File: config.mk
export PLATFORM = sky130hd
export DESIGN_NAME = wb_queue_flat
export DESIGN_NICKNAME = d
export VERILOG_FILES = /design/src/rtl/wb_queue_pkg.sv /design/src/rtl/wb_queue_if.sv /design/src/rtl/wb_queue_match.sv /design/src/rtl/wb_queue.sv /design/src/flat_wrapper.sv
export SDC_FILE = /design/constraint.sdc
export NUM_CORES = 1
export LEC_CHECK = 0
export CAP_MARGIN = 25
export CORE_MARGIN = 1.5
export CORE_UTILIZATION = 54
export DETAILED_ROUTE_END_ITERATION = 8
export GPL_ROUTABILITY_DRIVEN = 0
export PLACE_DENSITY_LB_ADDON = 0.3
export SLEW_MARGIN = 20
export SYNTH_ARGS = -nofsm -noshare
export SYNTH_HDL_FRONTEND = slang
export SYNTH_SLANG_ARGS = --single-unit
File: constraint.sdc
create_clock -name clk -period 12.4 [get_ports clk]
set_clock_uncertainty 0.15 [all_clocks]
set_input_delay 1.24 -clock clk [delete_from_list [all_inputs] [get_ports clk]]
set_output_delay 1.24 -clock clk [all_outputs]
set_load 0.05 [all_outputs]
File: src/rtl/wb_queue_pkg.sv
// wb_queue_pkg: register-file-wide constants shared by the write-back queue,
// its bypass matcher and the regfile itself.
//   REG_ADDR_W / REG_DATA_W : register address and data widths
//   REG_ZERO                : hard-wired zero register, never written
//   WBQ_DEPTH               : default write-back queue depth (power of 2, >=2)
package wb_queue_pkg;

    localparam int REG_ADDR_W = 5;
    localparam int REG_DATA_W = 32;
    localparam logic [REG_ADDR_W-1:0] REG_ZERO = 5'd0;
    localparam int WBQ_DEPTH = 4;

endpackage

File: src/rtl/wb_queue_if.sv
// wb_queue_if: bundle of every non-clock signal of the write-back queue.
//   producer A/B  : a_valid/a_ready/a_reg/a_data, b_valid/b_ready/b_reg/b_data
//   regfile write : regwrite/wreg/wdata (registered)
//   bypass lookup : rreg1/rreg2 keys, fwd1_hit/fwd1_data, fwd2_hit/fwd2_data
//   status        : count (occupied entries)
// slave = the queue, master = producers/decode/regfile side.
interface wb_queue_if #(
    parameter int ADDR_W = 5,
    parameter int DATA_W = 32,
    parameter int CNT_W  = 3
);
    logic              a_valid;
    logic              a_ready;
    logic [ADDR_W-1:0] a_reg;
    logic [DATA_W-1:0] a_data;
    logic              b_valid;
    logic              b_ready;
    logic [ADDR_W-1:0] b_reg;
    logic [DATA_W-1:0] b_data;
    logic              regwrite;
    logic [ADDR_W-1:0] wreg;
    logic [DATA_W-1:0] wdata;
    logic [ADDR_W-1:0] rreg1;
    logic [ADDR_W-1:0] rreg2;
    logic              fwd1_hit;
    logic [DATA_W-1:0] fwd1_data;
    logic              fwd2_hit;
    logic [DATA_W-1:0] fwd2_data;
    logic [CNT_W-1:0]  count;

    modport slave (
        input  a_valid, a_reg, a_data, b_valid, b_reg, b_data, rreg1, rreg2,
        output a_ready, b_ready, regwrite, wreg, wdata,
        output fwd1_hit, fwd1_data, fwd2_hit, fwd2_data, count
    );

    modport master (
        output a_valid, a_reg, a_data, b_valid, b_reg, b_data, rreg1, rreg2,
        input  a_ready, b_ready, regwrite, wreg, wdata,
        input  fwd1_hit, fwd1_data, fwd2_hit, fwd2_data, count
    );
endinterface

File: src/rtl/wb_queue_match.sv
// wb_match: combinational youngest-first lookup over the pending write-backs.
//   ent_reg/ent_data/ent_valid : queue storage, head : oldest slot, count : occupancy
//   out_valid/out_reg/out_data : write already presented to the regfile (oldest of all)
//   key                        : register being read
//   hit/data                   : youngest pending value for key; never hits on the zero register
module wb_match
    import wb_queue_pkg::*;
#(
    parameter int DEPTH  = WBQ_DEPTH,
    parameter int DATA_W = REG_DATA_W,
    parameter int ADDR_W = REG_ADDR_W,
    localparam int PTR_W = $clog2(DEPTH),
    localparam int CNT_W = $clog2(DEPTH + 1)
) (
    input  logic [DEPTH-1:0][ADDR_W-1:0] ent_reg,
    input  logic [DEPTH-1:0][DATA_W-1:0] ent_data,
    input  logic [DEPTH-1:0]             ent_valid,
    input  logic [PTR_W-1:0]             head,
    input  logic [CNT_W-1:0]             count,
    input  logic                         out_valid,
    input  logic [ADDR_W-1:0]            out_reg,
    input  logic [DATA_W-1:0]            out_data,
    input  logic [ADDR_W-1:0]            key,
    output logic                         hit,
    output logic [DATA_W-1:0]            data
);

    logic              hit_s;
    logic [DATA_W-1:0] data_s;
    logic [PTR_W-1:0]  idx_s;
    logic              m_s;

    // Walk oldest to youngest so the last match (the youngest) overrides earlier ones.
    always_comb begin
        hit_s  = out_valid && (out_reg == key);
        data_s = hit_s ? out_data : {DATA_W{1'b0}};
        idx_s  = head;
        m_s    = 1'b0;
        for (int i = 0; i < DEPTH; i++) begin
            idx_s  = head + PTR_W'(i);
            m_s    = (CNT_W'(i) < count) && ent_valid[idx_s] && (ent_reg[idx_s] == key);
            hit_s  = hit_s | m_s;
            data_s = m_s ? ent_data[idx_s] : data_s;
        end
        hit  = hit_s && (key != ADDR_W'(REG_ZERO));
        data = hit ? data_s : {DATA_W{1'b0}};
    end

endmodule

File: src/rtl/wb_queue.sv
// wb_queue: in-order write-back queue feeding the regfile's single write port.
//   clk   : rising-edge clock
//   reset : asynchronous, active-low
//   bus   : wb_queue_if.slave -- producers A/B (A is older when both push),
//           registered regfile write port, two bypass lookups, occupancy count.
// Writes to the zero register complete the handshake but are dropped.
module wb_queue
    import wb_queue_pkg::*;
#(
    parameter int DEPTH  = WBQ_DEPTH,
    parameter int DATA_W = REG_DATA_W,
    parameter int ADDR_W = REG_ADDR_W
) (
    input  logic        clk,
    input  logic        reset,
    wb_queue_if.slave   bus
);

    localparam int PTR_W = $clog2(DEPTH);
    localparam int CNT_W = $clog2(DEPTH + 1);
    localparam logic [CNT_W-1:0] DEPTH_C = CNT_W'(DEPTH);

    logic [DEPTH-1:0][ADDR_W-1:0] ent_reg_r;
    logic [DEPTH-1:0][DATA_W-1:0] ent_data_r;
    logic [DEPTH-1:0]             ent_valid_r;
    logic [PTR_W-1:0]             head_r;
    logic [PTR_W-1:0]             tail_r;
    logic [CNT_W-1:0]             count_r;
    logic                         regwrite_r;
    logic [ADDR_W-1:0]            wreg_r;
    logic [DATA_W-1:0]            wdata_r;

    logic              a_ready_s;
    logic              b_ready_s;
    logic              push_a_s;
    logic              push_b_s;
    logic              pop_s;
    logic [PTR_W-1:0]  tail_b_s;
    logic [CNT_W-1:0]  count_next_s;

    // Ready uses occupancy before this cycle's pop, so a full queue never accepts even while draining.
    always_comb begin
        a_ready_s = (count_r < DEPTH_C);
        if (bus.a_valid) begin
            b_ready_s = (count_r <= (DEPTH_C - CNT_W'(2)));
        end else begin
            b_ready_s = (count_r < DEPTH_C);
        end
        push_a_s     = bus.a_valid && a_ready_s && (bus.a_reg != ADDR_W'(REG_ZERO));
        push_b_s     = bus.b_valid && b_ready_s && (bus.b_reg != ADDR_W'(REG_ZERO));
        pop_s        = (count_r != {CNT_W{1'b0}});
        tail_b_s     = push_a_s ? (tail_r + PTR_W'(1)) : tail_r;
        count_next_s = count_r + CNT_W'(push_a_s) + CNT_W'(push_b_s) - CNT_W'(pop_s);
    end

    // Queue storage, pointers, occupancy and the registered regfile write port.
    always_ff @(posedge clk or negedge reset) begin
        if (!reset) begin
            ent_reg_r   <= '{default: {ADDR_W{1'b0}}};
            ent_data_r  <= '{default: {DATA_W{1'b0}}};
            ent_valid_r <= {DEPTH{1'b0}};
            head_r      <= {PTR_W{1'b0}};
            tail_r      <= {PTR_W{1'b0}};
            count_r     <= {CNT_W{1'b0}};
            regwrite_r  <= 1'b0;
            wreg_r      <= {ADDR_W{1'b0}};
            wdata_r     <= {DATA_W{1'b0}};
        end else begin
            if (pop_s) begin
                ent_valid_r[head_r] <= 1'b0;
                head_r              <= head_r + PTR_W'(1);
                regwrite_r          <= 1'b1;
                wreg_r              <= ent_reg_r[head_r];
                wdata_r             <= ent_data_r[head_r];
            end else begin
                regwrite_r          <= 1'b0;
            end
            if (push_a_s) begin
                ent_reg_r[tail_r]   <= bus.a_reg;
                ent_data_r[tail_r]  <= bus.a_data;
                ent_valid_r[tail_r] <= 1'b1;
            end
            if (push_b_s) begin
                ent_reg_r[tail_b_s]   <= bus.b_reg;
                ent_data_r[tail_b_s]  <= bus.b_data;
                ent_valid_r[tail_b_s] <= 1'b1;
            end
            tail_r  <= tail_b_s + PTR_W'(push_b_s);
            count_r <= count_next_s;
        end
    end

    wb_match #(.DEPTH(DEPTH), .DATA_W(DATA_W), .ADDR_W(ADDR_W)) u_match1 (
        .ent_reg(ent_reg_r), .ent_data(ent_data_r), .ent_valid(ent_valid_r),
        .head(head_r), .count(count_r),
        .out_valid(regwrite_r), .out_reg(wreg_r), .out_data(wdata_r),
        .key(bus.rreg1), .hit(bus.fwd1_hit), .data(bus.fwd1_data)
    );

    wb_match #(.DEPTH(DEPTH), .DATA_W(DATA_W), .ADDR_W(ADDR_W)) u_match2 (
        .ent_reg(ent_reg_r), .ent_data(ent_data_r), .ent_valid(ent_valid_r),
        .head(head_r), .count(count_r),
        .out_valid(regwrite_r), .out_reg(wreg_r), .out_data(wdata_r),
        .key(bus.rreg2), .hit(bus.fwd2_hit), .data(bus.fwd2_data)
    );

    assign bus.a_ready  = a_ready_s;
    assign bus.b_ready  = b_ready_s;
    assign bus.regwrite = regwrite_r;
    assign bus.wreg     = wreg_r;
    assign bus.wdata    = wdata_r;
    assign bus.count    = count_r;

endmodule
File: src/flat_wrapper.sv
// flat-port wrapper written by rule: the top's interface ports become plain ports
module wb_queue_flat import wb_queue_pkg::*;
#(
    parameter int DEPTH  = WBQ_DEPTH,
    parameter int DATA_W = REG_DATA_W,
    parameter int ADDR_W = REG_ADDR_W
)
  (clk, reset, bus_a_valid, bus_a_reg, bus_a_data, bus_b_valid, bus_b_reg, bus_b_data, bus_rreg1, bus_rreg2, bus_a_ready, bus_b_ready, bus_regwrite, bus_wreg, bus_wdata, bus_fwd1_hit, bus_fwd1_data, bus_fwd2_hit, bus_fwd2_data, bus_count);
  wb_queue_if #(.ADDR_W(ADDR_W), .DATA_W(DATA_W)) bus_i ();
  input  logic clk;
  input  logic reset;
  input wire logic [$bits(bus_i.a_valid)-1:0] bus_a_valid;
  input wire logic [$bits(bus_i.a_reg)-1:0] bus_a_reg;
  input wire logic [$bits(bus_i.a_data)-1:0] bus_a_data;
  input wire logic [$bits(bus_i.b_valid)-1:0] bus_b_valid;
  input wire logic [$bits(bus_i.b_reg)-1:0] bus_b_reg;
  input wire logic [$bits(bus_i.b_data)-1:0] bus_b_data;
  input wire logic [$bits(bus_i.rreg1)-1:0] bus_rreg1;
  input wire logic [$bits(bus_i.rreg2)-1:0] bus_rreg2;
  output wire logic [$bits(bus_i.a_ready)-1:0] bus_a_ready;
  output wire logic [$bits(bus_i.b_ready)-1:0] bus_b_ready;
  output wire logic [$bits(bus_i.regwrite)-1:0] bus_regwrite;
  output wire logic [$bits(bus_i.wreg)-1:0] bus_wreg;
  output wire logic [$bits(bus_i.wdata)-1:0] bus_wdata;
  output wire logic [$bits(bus_i.fwd1_hit)-1:0] bus_fwd1_hit;
  output wire logic [$bits(bus_i.fwd1_data)-1:0] bus_fwd1_data;
  output wire logic [$bits(bus_i.fwd2_hit)-1:0] bus_fwd2_hit;
  output wire logic [$bits(bus_i.fwd2_data)-1:0] bus_fwd2_data;
  output wire logic [$bits(bus_i.count)-1:0] bus_count;
  assign bus_i.a_valid = bus_a_valid;
  assign bus_i.a_reg = bus_a_reg;
  assign bus_i.a_data = bus_a_data;
  assign bus_i.b_valid = bus_b_valid;
  assign bus_i.b_reg = bus_b_reg;
  assign bus_i.b_data = bus_b_data;
  assign bus_i.rreg1 = bus_rreg1;
  assign bus_i.rreg2 = bus_rreg2;
  assign bus_a_ready = bus_i.a_ready;
  assign bus_b_ready = bus_i.b_ready;
  assign bus_regwrite = bus_i.regwrite;
  assign bus_wreg = bus_i.wreg;
  assign bus_wdata = bus_i.wdata;
  assign bus_fwd1_hit = bus_i.fwd1_hit;
  assign bus_fwd1_data = bus_i.fwd1_data;
  assign bus_fwd2_hit = bus_i.fwd2_hit;
  assign bus_fwd2_data = bus_i.fwd2_data;
  assign bus_count = bus_i.count;
  wb_queue #(.DEPTH(DEPTH), .DATA_W(DATA_W), .ADDR_W(ADDR_W)) u_core (.clk(clk), .reset(reset), .bus(bus_i));
endmodule
==> metrics.md <==
| Metric | Value |
|---|---|
| Post-synthesis instance area | 0.0160 mm2 |
| Antenna Violating Nets Remaining | 0 |
| Worst-path clk slew | 80 ps |
| Port-buffer cells | 196 |
| # DRC | 0 |
| CTS buffer count | 17 |
| Setup tns final | 0 ps |
| Most frequent cells in the layout | 198 x nand2_1, 195 x clkdlybuf4s50_1, 195 x dfrtp_1 |
| RSZ-0062 raised after global routing | no |
| Vias in the first global route | 13100 |
| Top cells by area, synth | dfrtp_1 31%, mux4_2 21%, mux2i_1 9.2% |
| Mean post-synth cell area | 10.6 um2 |
| Status | completed |
| Leakage | 7.54 nW |
| Power Internal | 2.95 mW |
| Synth Net Count | 1610 |
| Synth area leader | dfrtp_1 |
| Switching power | 2.60 mW |
| GRT Residual Overflow | 0 |
| Post-synth EDFFs | 0 |
| Xor/xnor share of the synthesized area | 2.95% |
| Ys flop type | dfrtp_1 |
| Minimum clock period | 7290 ps |
| # setup viols final | 0 |
| Largest net degree at the start of global routing | 123 |
| Slew headroom | 26.1% |
| CTS Buffer Depth | 2 |
| Register bit total from synthesis | 197 |
| First-pass GRT wire length | 76000 um |
| CP Max Fanout | 41 |
| Setup CP Type | reg -> out |
| Post-synthesis mux area share | 30.6% |
| GRT Resource Usage Total | 31.8% |
| Fmax | 137 MHz |
| Drt pass-1 iters | 8 |
| Adder-Cell Fraction of Synth Area | 1.19% |
| Seq pwr share | 26.2% |
| Clock Sinks | 197 |
| Clock Power Share | 10.3% |
| Worst setup SP type | register |
| Post-Layout Inst Area | 0.0187 mm2 |
| Sw Share | 46.8% |
| Vias | 13800 |
| Core Region | 0.0289 mm2 |
| Detailed Route WL | 48600 um |
| Die Ht | 175 um |
| Sequential cell area fraction in the yosys report | 30.8% |
| H-Tree Level Count | 4 |
| Simple-Gate Fraction of Synth Area | 10.8% |
| Nets | 1704 |
| Die X | 175 um |
| Die ar. | 0.0307 mm2 |
| Synth top area share | 30.8% |
| Power share of the combinational group | 63.4% |
| Max-cap violations | 0 |
| Slew Limit Fails | 0 |
| Most common cell after layout, fill and taps aside | nand2_1 |
| Clk root buf | clkbuf_16 |
| Yosys cell types | 46 |
| Critical Path RT | 11010 ps |
| Final WS setup | 5110 ps |
| Power Density | 296 mW/mm2 |
| Vias per std cell | 6.89 |
| Min-delay worst type | reg -> reg |
| Clk_lat worst skew | 440 ps |
| Critical Path AT | 5900 ps |
| # rows | 62 |
| FILL cells | 2216 |
| Hold Vio Cnt, Final | 0 |
| Worst-case vdd ir drop | 0.154 mV |
| P&R area growth vs syn | 16.9% |
| Synthesis warning total | 0 |
| Initial drt markers | 1825 |
| CTS tree | yes |
| Initial core utilization | 55.4% |
| Proportion of layout cells with a drive suffix above 1 | 20.8% |
| WL/cell | 24.3 um |
| Area after DPL | 0.0180 mm2 |
| Main combinational cell family by area after synthesis | multiplexers |
| Mapped Cells | 1508 |
| Number of hold buffers added after cts | 0 |
| HPWL Detailed | 31100 um |
| Compound-gate portion of the synthesized area | 18.2% |
| Initial antenna violation count | 0 |
| Worst Setup End Kind | primary output |
| Final period utilization | 58.8% |
| FFs w/ async S/R, synth | 100% |
| Post-cts resize count | 0 |
| Pre-CTS setup slack | 4920 ps |
| Setup bufs post-CTS | 0 |
| Ant. Diodes | 0 |
| Measured slew at the worst slew-check pin | 1110 ps |
| # IOs | 197 |
-- synth_stat cells (4+ instances only) --
library cell  number
nand2_1          202
xnor2_1           35
buf_6             12
nor2_1            81
buf_4             13
o21ai_0           78
o211ai_2          30
xor2_1            19
nand4_1            6
dfrtp_1          197
clkbuf_1          77
inv_1              9
ha_1              12
mux2i_1          148
mux4_2           152
a21oi_2           58
nand2b_1          35
a221o_1           66
buf_12             4
nand3_1           39
buf_1              5
nor3_1             5
a21oi_1           82
a22oi_1           65
buf_2             40
-- logic make-up after synthesis --
group	count (synthesis)
AND/OR/NAND/NOR	391
AO/OA/AOI/OAI	388
multiplexers	300
flip-flops	197
buffers and inverters	164
XOR/XNOR	54
adder cells (fa/ha/maj)	14
-- area by class of cell --
cell class,instances,area [um2],share of cell area [%]
clock buffers,18,439,2.34
clock inverters,14,151,0.808
inverters,13,48.8,0.261
multi-input cells,1147,10400,55.3
flip-flops and latches,197,4940,26.4
well taps,384,480,2.57
repair buffers,226,2310,12.3
-- worst paths after layout --
check	start	end	slack [ps]	depth (start not counted)
hold reg to reg	u_core.bus.wdata[24]$_DFFE_PN0N_	u_core.bus.wdata[24]$_DFFE_PN0N_	390	2
max in group asynchronous	reset	u_core.ent_data_r[43]$_DFF_PN0_	10400	3
hold / removal	u_core.bus.wdata[24]$_DFFE_PN0N_	u_core.bus.wdata[24]$_DFFE_PN0N_	390	2
setup reg to reg	u_core.bus.count[0]$_DFF_PN0_	u_core.bus.count[2]$_DFF_PN0_	8980	8
setup / recovery	u_core.head_r[1]$_DFFE_PN0N_	bus_fwd2_data[31]	5110	11
min in group asynchronous	reset	u_core.bus.wreg[0]$_DFFE_PN0N_	630	1
-- registers in the layout, summed over array words and instances (netlist names) --
name / cells
u_core.bus.count: 3
u_core.bus.regwrite: 1
u_core.bus.wdata: 32
u_core.bus.wreg: 5
u_core.ent_data_r: 128
u_core.ent_reg_r: 20
u_core.ent_valid_r: 4
u_core.head_r: 2
u_core.tail_r: 2
-- worst max-delay path, stage by stage (launching register included) --
cell,delay [ps]
dfrtp_4,860
inv_1,240
ha_4,720
mux4_2,460
xnor2_1,190
nand4_1,200
nor3_4,860
nor4_1,180
o2bb2ai_4,340
buf_4,340
a21oi_1,210
clkdlybuf4s50_1,830
-- metal layers --
layer / global-route usage, % / share of wire (%) / vias to the layer above
li1: - / - / 5914
met1: 44.7 / 40 / 6838
met2: 49.6 / 47 / 890
met3: 5.39 / 10 / 129
met4: 12.6 / 3.1 / 0
met5: 0 / 0 / -
-- power by group through the flow --
stage / registers [mW] / logic, mW / clock network (mW)
floorplan: 1.49 / 2.60 / 0
global placement: 1.43 / 3.33 / 0
detailed placement: 1.47 / 3.43 / 0
CTS: 1.46 / 3.44 / 0.576
global route: 1.51 / 3.75 / 0.603
finish: 1.46 / 3.52 / 0.574
-- stage by stage --
step / total power, mW / std cells / hold WS, ps / utilization (%)
global placement: 4.76 / 1960 / 362 / 62.1
finish: 5.55 / 1999 / 386 / 64.7
global route: 5.86 / 1999 / 417 / 64.7
floorplan: 4.08 / 1508 / 355 / -
CTS: 5.47 / 1993 / 388 / 64.2
detailed placement: 4.90 / 1961 / 368 / 62.2
No activity file was read; power rests on OpenSTA's default activity.
